**config.mk**
```make
export PLATFORM = sky130hd
export DESIGN_NAME = dbg_run_ctrl_flat
export DESIGN_NICKNAME = d
export VERILOG_FILES = /design/src/rtl/dbg_run_ctrl_if.sv /design/src/rtl/dbg_run_ctrl.sv /design/src/flat_wrapper.sv
export SDC_FILE = /design/constraint.sdc
export NUM_CORES = 1
export LEC_CHECK = 0
export BUFFER_PORTS_ARGS = -buffer_cell sky130_fd_sc_hd__buf_2
export CORE_AREA = 2 2 74 91
export CTS_CLUSTER_SIZE = 25
export DETAILED_ROUTE_END_ITERATION = 8
export DIE_AREA = 0 0 76 93
export PLACE_DENSITY = 0.78
export RECOVER_POWER = 50
export SLEW_MARGIN = 5
export SYNTH_ARGS = -nofsm -noshare
export SYNTH_HDL_FRONTEND = slang
export SYNTH_SLANG_ARGS = --single-unit
export TNS_END_PERCENT = 5
```
**constraint.sdc**
```tcl
create_clock -name sysclk -period 7.06 [get_ports sysclk]
set_input_delay 1.412 -clock sysclk [delete_from_list [all_inputs] [get_ports sysclk]]
set_output_delay 1.412 -clock sysclk [all_outputs]
set_load 0.05 [all_outputs]
```
**src/rtl/dbg_run_ctrl_if.sv**
```systemverilog
// Command channel between the JTAG debug command source and the run controller.
// The source drives valid/op/arg and holds them until the controller raises ready.
interface dbg_run_ctrl_if #(
  parameter int CNT_W = 16
);
  logic             cmd_valid;
  logic             cmd_ready;
  logic [1:0]       cmd_op;
  logic [CNT_W-1:0] cmd_arg;

  modport master (
    output cmd_valid,
    output cmd_op,
    output cmd_arg,
    input  cmd_ready
  );

  modport slave (
    input  cmd_valid,
    input  cmd_op,
    input  cmd_arg,
    output cmd_ready
  );
endinterface

```
**src/rtl/dbg_run_ctrl.sv**
```systemverilog
// Debug run controller: turns run/halt/step/reset commands from the JTAG test
// logic into a registered core clock enable and an active-high debug reset,
// and counts the core cycles that were enabled.
//
// Optional feature macro: DBG_BREAKPOINT_EN
//   defined   - single PC breakpoint that halts the core from RUN (bp_hit sticky)
//   undefined - pc/bp_wr/bp_addr are ignored and bp_hit is tied low
//
// state    | meaning
// ---------+-----------------------------------------------------------
// S_RUN    | core clocked freely, RUN/HALT/STEP/RESET accepted
// S_HALTED | core clock gated off, RUN/HALT/STEP/RESET accepted
// S_STEP   | core clocked for cnt_q more cycles, only HALT accepted
// S_RST    | dm_reset asserted with clock running for cnt_q+1 cycles, no cmds
module dbg_run_ctrl #(
  parameter int CNT_W      = 16,
  parameter bit RESET_HALT = 1'b0
) (
  input  logic           sysclk,
  input  logic           sys_reset_n,
  dbg_run_ctrl_if.slave  cmd,
  output logic           dbg_clk_en,
  output logic           dm_reset,
  output logic           halted,
  output logic           step_done,
  output logic [31:0]    cycle_cnt,
  input  logic [31:0]    pc,
  input  logic           bp_wr,
  input  logic [31:0]    bp_addr,
  output logic           bp_hit
);

  typedef enum logic [1:0] {
    S_RUN    = 2'd0,
    S_HALTED = 2'd1,
    S_STEP   = 2'd2,
    S_RST    = 2'd3
  } state_t;

  localparam logic [1:0] OP_RUN   = 2'd0;
  localparam logic [1:0] OP_HALT  = 2'd1;
  localparam logic [1:0] OP_STEP  = 2'd2;
  localparam logic [1:0] OP_RESET = 2'd3;

  localparam state_t RST_STATE = RESET_HALT ? S_HALTED : S_RUN;

  state_t           state_q, state_d;
  logic [CNT_W-1:0] cnt_q, cnt_d;
  logic             ret_halt_q, ret_halt_d;
  logic             step_done_d;
  logic             accept;
  logic             bp_match;
  logic             bp_fire;

  assign accept = cmd.cmd_valid & cmd.cmd_ready;
  assign halted = (state_q == S_HALTED);

  // Which commands can be taken in the current state
  always_comb begin
    cmd.cmd_ready = 1'b0;
    case (state_q)
      S_RUN, S_HALTED: cmd.cmd_ready = 1'b1;
      S_STEP:          cmd.cmd_ready = (cmd.cmd_op == OP_HALT);
      default:         cmd.cmd_ready = 1'b0;
    endcase
  end

  // Next-state decode; an accepted command always takes priority over a breakpoint
  always_comb begin
    state_d     = state_q;
    cnt_d       = cnt_q;
    ret_halt_d  = ret_halt_q;
    step_done_d = 1'b0;
    bp_fire     = 1'b0;
    case (state_q)
      S_RUN, S_HALTED: begin
        if (accept) begin
          case (cmd.cmd_op)
            OP_RUN:  state_d = S_RUN;
            OP_HALT: state_d = S_HALTED;
            OP_STEP: begin
              if (cmd.cmd_arg == '0) begin
                state_d     = S_HALTED;
                step_done_d = 1'b1;
              end else begin
                state_d = S_STEP;
                cnt_d   = cmd.cmd_arg;
              end
            end
            default: begin
              state_d    = S_RST;
              cnt_d      = cmd.cmd_arg;
              ret_halt_d = (state_q == S_HALTED);
            end
          endcase
        end else if (state_q == S_RUN && bp_match) begin
          state_d = S_HALTED;
          bp_fire = 1'b1;
        end
      end
      S_STEP: begin
        // cnt_q is never zero here: a zero-length step skips this state
        if (accept) begin
          state_d = S_HALTED;
        end else if (cnt_q <= CNT_W'(1)) begin
          state_d     = S_HALTED;
          step_done_d = 1'b1;
        end else begin
          cnt_d = cnt_q - CNT_W'(1);
        end
      end
      default: begin
        if (cnt_q == '0) begin
          state_d = ret_halt_q ? S_HALTED : S_RUN;
        end else begin
          cnt_d = cnt_q - CNT_W'(1);
        end
      end
    endcase
  end

  // State, timer and registered core controls
  always_ff @(posedge sysclk or negedge sys_reset_n) begin
    if (!sys_reset_n) begin
      state_q    <= RST_STATE;
      cnt_q      <= '0;
      ret_halt_q <= 1'b0;
      dbg_clk_en <= !RESET_HALT;
      dm_reset   <= 1'b0;
      step_done  <= 1'b0;
    end else begin
      state_q    <= state_d;
      cnt_q      <= cnt_d;
      ret_halt_q <= ret_halt_d;
      dbg_clk_en <= (state_d != S_HALTED);
      dm_reset   <= (state_d == S_RST);
      step_done  <= step_done_d;
    end
  end

  // Enabled core cycle counter, free-wrapping
  always_ff @(posedge sysclk or negedge sys_reset_n) begin
    if (!sys_reset_n) begin
      cycle_cnt <= '0;
    end else if (dbg_clk_en) begin
      cycle_cnt <= cycle_cnt + 32'd1;
    end
  end

`ifdef DBG_BREAKPOINT_EN
  logic        bp_armed_q;
  logic [31:0] bp_addr_q;

  assign bp_match = bp_armed_q && (pc == bp_addr_q) && dbg_clk_en;

  // Breakpoint register; a new write re-arms and clears the sticky hit flag
  always_ff @(posedge sysclk or negedge sys_reset_n) begin
    if (!sys_reset_n) begin
      bp_armed_q <= 1'b0;
      bp_addr_q  <= '0;
      bp_hit     <= 1'b0;
    end else if (bp_wr) begin
      bp_armed_q <= 1'b1;
      bp_addr_q  <= bp_addr;
      bp_hit     <= 1'b0;
    end else if (bp_fire) begin
      bp_armed_q <= 1'b0;
      bp_hit     <= 1'b1;
    end
  end
`else
  wire unused_bp = ^{pc, bp_wr, bp_addr, bp_fire};

  assign bp_match = 1'b0;
  assign bp_hit   = 1'b0;
`endif

endmodule

```
**src/flat_wrapper.sv**
```systemverilog
// flat-port wrapper written by rule: the top's interface ports become plain ports
module dbg_run_ctrl_flat 
#(
  parameter int CNT_W      = 16,
  parameter bit RESET_HALT = 1'b0
)
  (sysclk, sys_reset_n, dbg_clk_en, dm_reset, halted, step_done, cycle_cnt, pc, bp_wr, bp_addr, bp_hit, cmd_cmd_valid, cmd_cmd_op, cmd_cmd_arg, cmd_cmd_ready);
  dbg_run_ctrl_if #(.CNT_W(CNT_W)) cmd_i ();
  input  logic sysclk;
  input  logic sys_reset_n;
  output logic dbg_clk_en;
  output logic dm_reset;
  output logic halted;
  output logic step_done;
  output logic [31:0] cycle_cnt;
  input  logic [31:0] pc;
  input  logic bp_wr;
  input  logic [31:0] bp_addr;
  output logic bp_hit;
  input wire logic [$bits(cmd_i.cmd_valid)-1:0] cmd_cmd_valid;
  input wire logic [$bits(cmd_i.cmd_op)-1:0] cmd_cmd_op;
  input wire logic [$bits(cmd_i.cmd_arg)-1:0] cmd_cmd_arg;
  output wire logic [$bits(cmd_i.cmd_ready)-1:0] cmd_cmd_ready;
  assign cmd_i.cmd_valid = cmd_cmd_valid;
  assign cmd_i.cmd_op = cmd_cmd_op;
  assign cmd_i.cmd_arg = cmd_cmd_arg;
  assign cmd_cmd_ready = cmd_i.cmd_ready;
  dbg_run_ctrl #(.CNT_W(CNT_W), .RESET_HALT(RESET_HALT)) u_core (.sysclk(sysclk), .sys_reset_n(sys_reset_n), .cmd(cmd_i), .dbg_clk_en(dbg_clk_en), .dm_reset(dm_reset), .halted(halted), .step_done(step_done), .cycle_cnt(cycle_cnt), .pc(pc), .bp_wr(bp_wr), .bp_addr(bp_addr), .bp_hit(bp_hit));
endmodule
```
# Word-level counts from Yosys, hierarchy flattened
# Cells that the tools add are included.
[word_totals]
elab_cells = 55
ff_bits = 54
input_bits = 86
output_inout_bits = 38
[classes]
bitwise_logic = 2
add_sub_neg = 2
n_mux = 22
reduce_logical = 9
eq_ne = 12
n_lt_le_gt_ge = 1
[op_table]
columns = ["op", "count"]
rows = [
  ["16-bit 2-to-1 mux", 5],
  ["16-bit case mux with 2 select lines", 2],
  ["32-bit by 1-bit adder with 32-bit output, second input constant", 1],
  ["16-bit logical NOT", 2],
  ["16-bit by 1-bit less-or-equal comparator with 1-bit output, second input constant", 1],
  ["16-bit by 1-bit subtractor with 16-bit output, second input constant", 1],
  ["2-bit 2-to-1 mux", 5],
  ["2-bit == test, second input constant", 3],
  ["1-bit 2-to-1 mux", 6],
  ["2-bit != test, second input constant", 3],
  ["3-bit != test, second input constant", 2],
  ["2-bit case mux with 3 select lines", 1],
  ["6-bit AND reduction", 1],
  ["2-bit by 1-bit == test with 1-bit output, second input constant", 2],
  ["2-bit logical NOT", 2],
  ["2-bit by 1-bit != test with 1-bit output, second input constant", 2],
  ["1-bit case mux with 2 select lines", 2],
  ["2-bit case mux with 2 select lines", 1],
  ["2-bit OR reduction", 2],
  ["3-bit AND reduction", 1],
  ["3-bit OR reduction", 1],
  ["1-bit AND", 1],
  ["1-bit inverter", 1],
]

# Depth between registers and ports, before layout
# Gate-level depths: netlist (run 1).
[logic_depth]
word_depth = 7
depth_mapped = 9
depth_no_buf = 8

# Worst setup path before layout (run 1)
# No wires, ideal clock.
[synth_timing]
kind = "input-to-output"
start = "in cmd_cmd_op[0]"
end = "out cmd_cmd_ready"
path_slack_ns = 3.004
t_required_ns = 5.648
path_buffers = 0
cell_stages = 2
t_arrival_ns = 2.644
cell_sequence = "inv_1 -> o31ai_1"
[synth_between]
elab_chain_len = 2
[synth_lines]
columns = ["item", "line_no", "text"]
rows = [
  ["from (decl)", "flat_wrapper.sv:21", "input wire logic [$bits(cmd_i.cmd_op)-1:0] cmd_cmd_op;"],
  ["2-bit by 1-bit == test with 1-bit output", "dbg_run_ctrl.sv:63", "S_STEP: cmd.cmd_ready = (cmd.cmd_op == OP_HALT);"],
  ["1-bit case mux with 2 select lines", "dbg_run_ctrl.sv:61", "case (state_q)"],
  ["to (decl)", "flat_wrapper.sv:23", "output wire logic [$bits(cmd_i.cmd_ready)-1:0] cmd_cmd_ready;"],
]
# No other way between the ends.

==> metrics.md, run 1 <==
| Metric | Value |
|---|---|
| Status | `complete, but fails checks` |
| Failing checks | `capacitance limit, slew limit` |
| CP arrival | `3.49 ns` |
| CP peak stage delay | `1.99 ns` |
| Synthesized area | `2843 µm²` |
| Setup Fix Bufs, Post-CTS | `0` |
| Routability cong. | `0.8539` |
| Area grow syn2layout | `16.29%` |
| Number of synthesized flops with an enable pin | `0` |
| Crit-path leading delay family | `buffers and inverters` |
| Core Area | `6206 µm²` |
| Die ar. | `7068 µm²` |
| Final hold violation count | `0` |
| CP endpoint kind | `asynchronous set/reset pin` |
| Tmin final | `3.671 ns` |
| Final #Nets | `438` |
| Clock Path Buffers | `2` |
| Die height | `93 µm` |
| Sequential fraction of the synthesis area | `47.58%` |
| Drt total wl | `5.868 mm` |
| CTS Buf Count | `5` |
| Max-cap violations | `1` |
| Top layer in use | `met4` |
| Largest net degree at the start of global routing | `55` |
| Gr ovfl total | `0` |
| F_max | `0.2724 GHz` |
| Largest area contributor in the netlist | `dfrtp_1` |
| Post-CTS sizing | `0` |
| Site Rows | `32` |
| Antenna violations before repair | `0` |
| Hold Crit Start | `u_core.cycle_cnt[31]` |
| Vias | `2349` |
| Routed wl met3 | `272 µm` |
| Pre-Repair DR Iteration Count | `4` |
| Max VDD drop | `0.0002174 V` |
| Fin. max-slew vios | `55` |
| Ports | `124` |
| Wl on met1 | `2.611 mm` |
| Clock skew | `0.006877 ns` |
| # setup viols final | `0` |
| Hold Crit Class | `reg2reg` |
| Synth Register Bits | `54` |
| HPWL Detailed | `4.329 mm` |
| Post-Syn Nets | `382` |
| CP bufs+invs | `2` |
| Post-cts hold buffer count | `0` |
| Startpoint types | `input pin` |
| Initial Util | `45.81%` |
| RSZ-0062 raised after global routing | `no` |
| Vias in the first global route | `2222` |
| Share of layout cells above drive strength 1 | `21.14%` |
| WS Path Type | `in2async` |
| Power Dens Cells | `349.9 nW/µm²` |
| Die Wd | `76 µm` |
| Post-Layout Inst Area | `3306 µm²` |
| Drt drc | `0` |
| Worst-path cell chain | `buf_2 -> clkbuf_1` |
| Syn_area_per_cell | `9.702 µm²` |
| Most frequent cells in the layout | `buf_2, dfrtp_1, nand2_1, nor2_1, xnor2_1` |
| Slew @ Worst Pin | `2.804 ns` |
| Relative slew slack | `-86.94%` |
| WL met2 | `2.931 mm` |
| First-pass GRT wire length | `10.09 mm` |
| Root buf cell | `clkbuf_8` |
| Clk sink count | `54` |
| Clk pin slew, worst setup/hold paths | `0.09 ns` |
| Worst EP required | `6.88 ns` |
| Initial drt markers | `104` |
| Synth warn | `0` |
| Post-DR vias/cell | `5.400` |
| Top-area cell type share of the netlist area | `46.65%` |
| Final ANT Viol Nets | `0` |
| Port buffer count | `57` |
| Slowest-stage cell, CP | `clkbuf_1` |
| Clk Latency, worst-skew pair | `0.30 ns` |
| Mapped Cells | `293` |
| DR WL/cell | `13.49 µm` |
| Crit path launch | `sys_reset_n` |
| Number of inserted diodes | `0` |
| Worst-path fanout max | `54` |
| Commonest non-fill, non-tap cell in the layout | `buf_2` |
| Final design utilization | `53.27%` |
| Predominant post-synthesis flop cell | `dfrtp_1` |
| Gr usage total | `17.33%` |
| Max H-tree Level | `2` |
| Sum Neg Setup Slack | `0 ns` |
| Cells taking the most area after synthesis | `dfrtp_1, xnor2_1, nand2_1` |
| Tcrit/Tclk final | `52.00%` |
| DP Area | `3193 µm²` |
| Post-synth cell types | `45` |
| TritonCTS clock tree | `built` |
| Leakage | `1.572 nW` |
| Reg2reg start | `u_core.cnt_q[11]` |
| FFs w/ async S/R, synth | `100.0%` |
-- sequential cells by signal, indices dropped and copies added, names as in the netlist --
signal	cells
u_core.dbg_clk_en	1
u_core.state_q	2
u_core.ret_halt_q	1
u_core.cnt_q	16
u_core.cycle_cnt	32
u_core.dm_reset	1
u_core.step_done	1
-- worst paths after layout --
path / end / depth (start not counted) / slack, ns
setup / recovery: u_core.cycle_cnt[30] / 2 / 3.39
hold / removal: u_core.cycle_cnt[31] / 1 / 0.47
setup reg to reg: u_core.dbg_clk_en / 6 / 4.48
hold reg to reg: u_core.cycle_cnt[31] / 1 / 0.47
max in group sysclk: cmd_cmd_ready / 4 / 3.57
min in group asynchronous: u_core.cycle_cnt[6] / 2 / 2.10
-- final cells by class --
class | count | area (µm²)
Fill cell | 573 | 2900
Multi-Input combinational cell | 218 | 1390
Sequential cell | 54 | 1353
Timing Repair Buffer | 59 | 296.5
Tap cell | 85 | 106.4
Clock buffer | 5 | 68.82
Clock inverter | 3 | 47.55
Inverter | 11 | 43.79
-- power breakdown --
| part | leakage (nW) | switching, mW | total, mW | internal [mW] |
|---|---|---|---|---|
| combinational | 0.825 | 0.303 | 0.465 | 0.163 |
| clock | 0.0587 | 0.104 | 0.212 | 0.108 |
| sequential | 0.689 | 0.0882 | 0.480 | 0.391 |
-- kinds of logic after synthesis --
kind of cell	synth area share [%]
xor+xnor	9.551
compound gates	12.41
other cells	0.1319
mux	4.313
simple gates	21.17
buf+inv	3.521
flops	47.58
fa+ha+maj	1.321
-- cell usage after synthesis (2+ instances only) --
master    count
nand2b_1      4
o21a_1        2
nor3_1        8
nor4_1        6
a21boi_0      3
xor2_1        9
o31a_1        3
nand3b_1      3
xnor2_1      22
ha_1          3
dfrtp_1      53
mux2i_1      10
mux2_2        2
and3_1        7
o31ai_1       3
inv_1        10
nand3_1      12
o21ai_0      17
and2_1        4
clkbuf_1      6
o41ai_1       3
o22ai_1       3
a31oi_1       5
nand2_1      28
nor2_1       24
nand4_1       7
nor2b_1       3
a41oi_1       4
buf_6         2
or4_1         2
or3_1         3
a21oi_1       9
-- metrics by stage --
step / hold WS, ns / worst slack (ns) / power (mW) / cells
finish: 0.4707 / 3.389 / 1.157 / 435
global route: 0.5063 / 2.740 / 1.243 / 435
CTS: 0.4804 / 3.552 / 1.166 / 435
detailed placement: 0.4639 / 3.421 / 0.9508 / 427
global placement: 0.4640 / 3.432 / 0.9363 / 427
floorplan: 0.4635 / 3.004 / 0.8461 / 293
-- per-layer routing --
layer / GRT usage (%) / up-vias
met4: 4.545 / 0
met1: 22.27 / 1118
li1: - / 1154
met3: 2.896 / 6
met2: 30.58 / 71
met5: 0 / -
No activity file was read; power rests on OpenSTA's default activity.
==> run 2: changes to the inputs <==
--- a/config.mk
+++ b/config.mk
@@ -6,11 +6,11 @@
 export NUM_CORES = 1
 export LEC_CHECK = 0
 export BUFFER_PORTS_ARGS = -buffer_cell sky130_fd_sc_hd__buf_2
-export CORE_AREA = 2 2 74 91
+export CORE_AREA = 2 2 78 95
 export CTS_CLUSTER_SIZE = 25
 export DETAILED_ROUTE_END_ITERATION = 8
-export DIE_AREA = 0 0 76 93
-export PLACE_DENSITY = 0.78
+export DIE_AREA = 0 0 80 97
+export PLACE_DENSITY = 0.74
 export RECOVER_POWER = 50
 export SLEW_MARGIN = 5
 export SYNTH_ARGS = -nofsm -noshare
==> constraint.sdc (replaced) <==
create_clock -name sysclk -period 3 [get_ports sysclk]
set_input_delay 0.6 -clock sysclk [delete_from_list [all_inputs] [get_ports sysclk]]
set_output_delay 0.6 -clock sysclk [all_outputs]
set_load 0.05 [all_outputs]
==> metrics.md, run 2 (same netlist as run 1, synthesis figures left out) <==
| Metric | Value |
|---|---|
| Initial Util | `41.98%` |
| Worst EP required | `3.19 ns` |
| Clock skew | `0.009531 ns` |
| HPWL Detailed | `4.746 mm` |
| Leakage | `1.549 nW` |
| Gr usage total | `16.92%` |
| TritonCTS clock tree | `built` |
| Number of inserted diodes | `0` |
| RSZ-0062 raised after global routing | `no` |
| Root buf cell | `clkbuf_8` |
| Site Rows | `33` |
| # setup viols final | `0` |
| Wl on met1 | `2.775 mm` |
| Power Dens Cells | `807.4 nW/µm²` |
| Combinational Power Share | `42.3%` |
| Biggest regs | `u_core.cycle_cnt x32, u_core.cnt_q x16, u_core.state_q x2` |
| Drt drc | `0` |
| Setup ws final | `0.4968 ns` |
| Final #Nets | `441` |
| Sw Share | `44.37%` |
| Status | `complete, no violations` |
| Clk sink count | `54` |
| Share of layout cells above drive strength 1 | `20.17%` |
| Largest net degree at the start of global routing | `46` |
| Max H-tree Level | `2` |
| Cell Int Power | `1.478 mW` |
| DP Cell Count | `432` |
| Die height | `97 µm` |
| WL met2 | `3.173 mm` |
| Post-DR vias/cell | `5.435` |
| Tmin final | `2.503 ns` |
| Routed wl met3 | `287 µm` |
| CP arrival | `2.69 ns` |
| Post-CTS sizing | `0` |
| Clk Latency, worst-skew pair | `0.31 ns` |
| Vias | `2386` |
| Vias in the first global route | `2356` |
| Hold Crit Class | `reg2reg` |
| Sum Neg Setup Slack | `0 ns` |
| F_max | `0.3995 GHz` |
| Relative slew slack | `8.591%` |
| Core Area | `6771 µm²` |
| Reg with most FFs | `u_core.cycle_cnt` |
| Power share of the clock group | `15.0%` |
| Drt total wl | `6.327 mm` |
| Area grow syn2layout | `15.71%` |
| Sequential Power Share | `42.7%` |
| Die Wd | `80 µm` |
| Tcrit/Tclk final | `83.44%` |
| Initial drt markers | `56` |
| DR WL/cell | `14.41 µm` |
| Number of flip-flops in the largest register | `32` |
| Slew @ Worst Pin | `1.371 ns` |
| CP endpoint kind | `register` |
| Routability cong. | `0.8090` |
| Post-cts hold buffer count | `0` |
| Max VDD drop | `0.0004343 V` |
| Gr ovfl total | `0` |
| Layout Cells excl Fill | `439` |
| Ports | `124` |
| Dpl ws | `0.2786 ns` |
| Max-cap violations | `0` |
| Clock Path Buffers | `2` |
| Switching Power | `1.178 mW` |
| Final ANT Viol Nets | `0` |
| Most frequent cells in the layout | `buf_2, dfrtp_1, nand2_1, nor2_1, xnor2_1` |
| Final hold violation count | `0` |
| WS Path Type | `reg2reg` |
| First-pass GRT wire length | `10.70 mm` |
| Clk pin slew, worst setup/hold paths | `0.10 ns` |
| Startpoint types | `register` |
| Port buffer count | `57` |
| Fin. max-slew vios | `0` |
| Setup Fix Bufs, Post-CTS | `0` |
| Worst-path fanout max | `11` |
| Antenna violations before repair | `0` |
| CTS Buf Count | `5` |
| Die ar. | `7760 µm²` |
| Pre-Repair DR Iteration Count | `4` |
| Top layer in use | `met4` |
## run 2: power by group through the flow
stage | sequential (mW) | clock, mW | combinational (mW)
2_1_floorplan | 1.30 | 0 | 0.695
3_3_place_gp | 1.13 | 0 | 1.10
3_5_place_dp | 1.14 | 0 | 1.13
4_1_cts | 1.13 | 0.416 | 1.13
5_1_grt | 1.17 | 0.442 | 1.25
6_report | 1.13 | 0.399 | 1.12
## run 2: worst paths after layout
kind,from,to,slack [ns],depth (start not counted)
worst max-delay path,u_core.cnt_q[11],u_core.cnt_q[0],0.50,7
worst min-delay path,u_core.cycle_cnt[31],u_core.cycle_cnt[31],0.47,1
worst max register to register,u_core.cnt_q[11],u_core.cnt_q[0],0.50,7
worst min register to register,u_core.cycle_cnt[31],u_core.cycle_cnt[31],0.47,1
max in group asynchronous,sys_reset_n,u_core.cnt_q[9],0.98,2
min in group asynchronous,sys_reset_n,u_core.cycle_cnt[12],0.58,1
## run 2: area by class of cell
cell class	count	area, µm²
clock buffer	5	68.82
clock inverter	2	15.01
fill	660	3482
inverter	11	43.79
multi-input combinational	218	1390
sequential	54	1353
tap	87	108.9
timing repair buffer	62	310.3
## run 2: per-layer routing
layer  GRT usage (%)  vias to the layer above
met5               0                        -
met4           4.302                        0
met3           3.451                        9
met2           29.10                       59
met1           21.40                     1167
li1                -                     1151
## run 2: worst max-delay path, stage by stage (launching register included)
cell and delay, ns:
dfrtp_1 0.44, or4_4 0.57, and4bb_2 0.38, a21oi_2 0.09, or3_1 0.48, nand3_4 0.21, inv_4 0.09, mux2i_1 0.12
## run 2: per-stage QoR
stage	area, µm²	hold slack [ns]	power [mW]	util (%)
finish	3289	0.4741	2.656	48.58
global route	3289	0.5119	2.853	48.58
CTS	3302	0.2935	2.677	48.76
detailed placement	3218	0.4576	2.271	47.52
global placement	3218	0.4593	2.228	47.52
floorplan	2843	0.3044	1.991	-
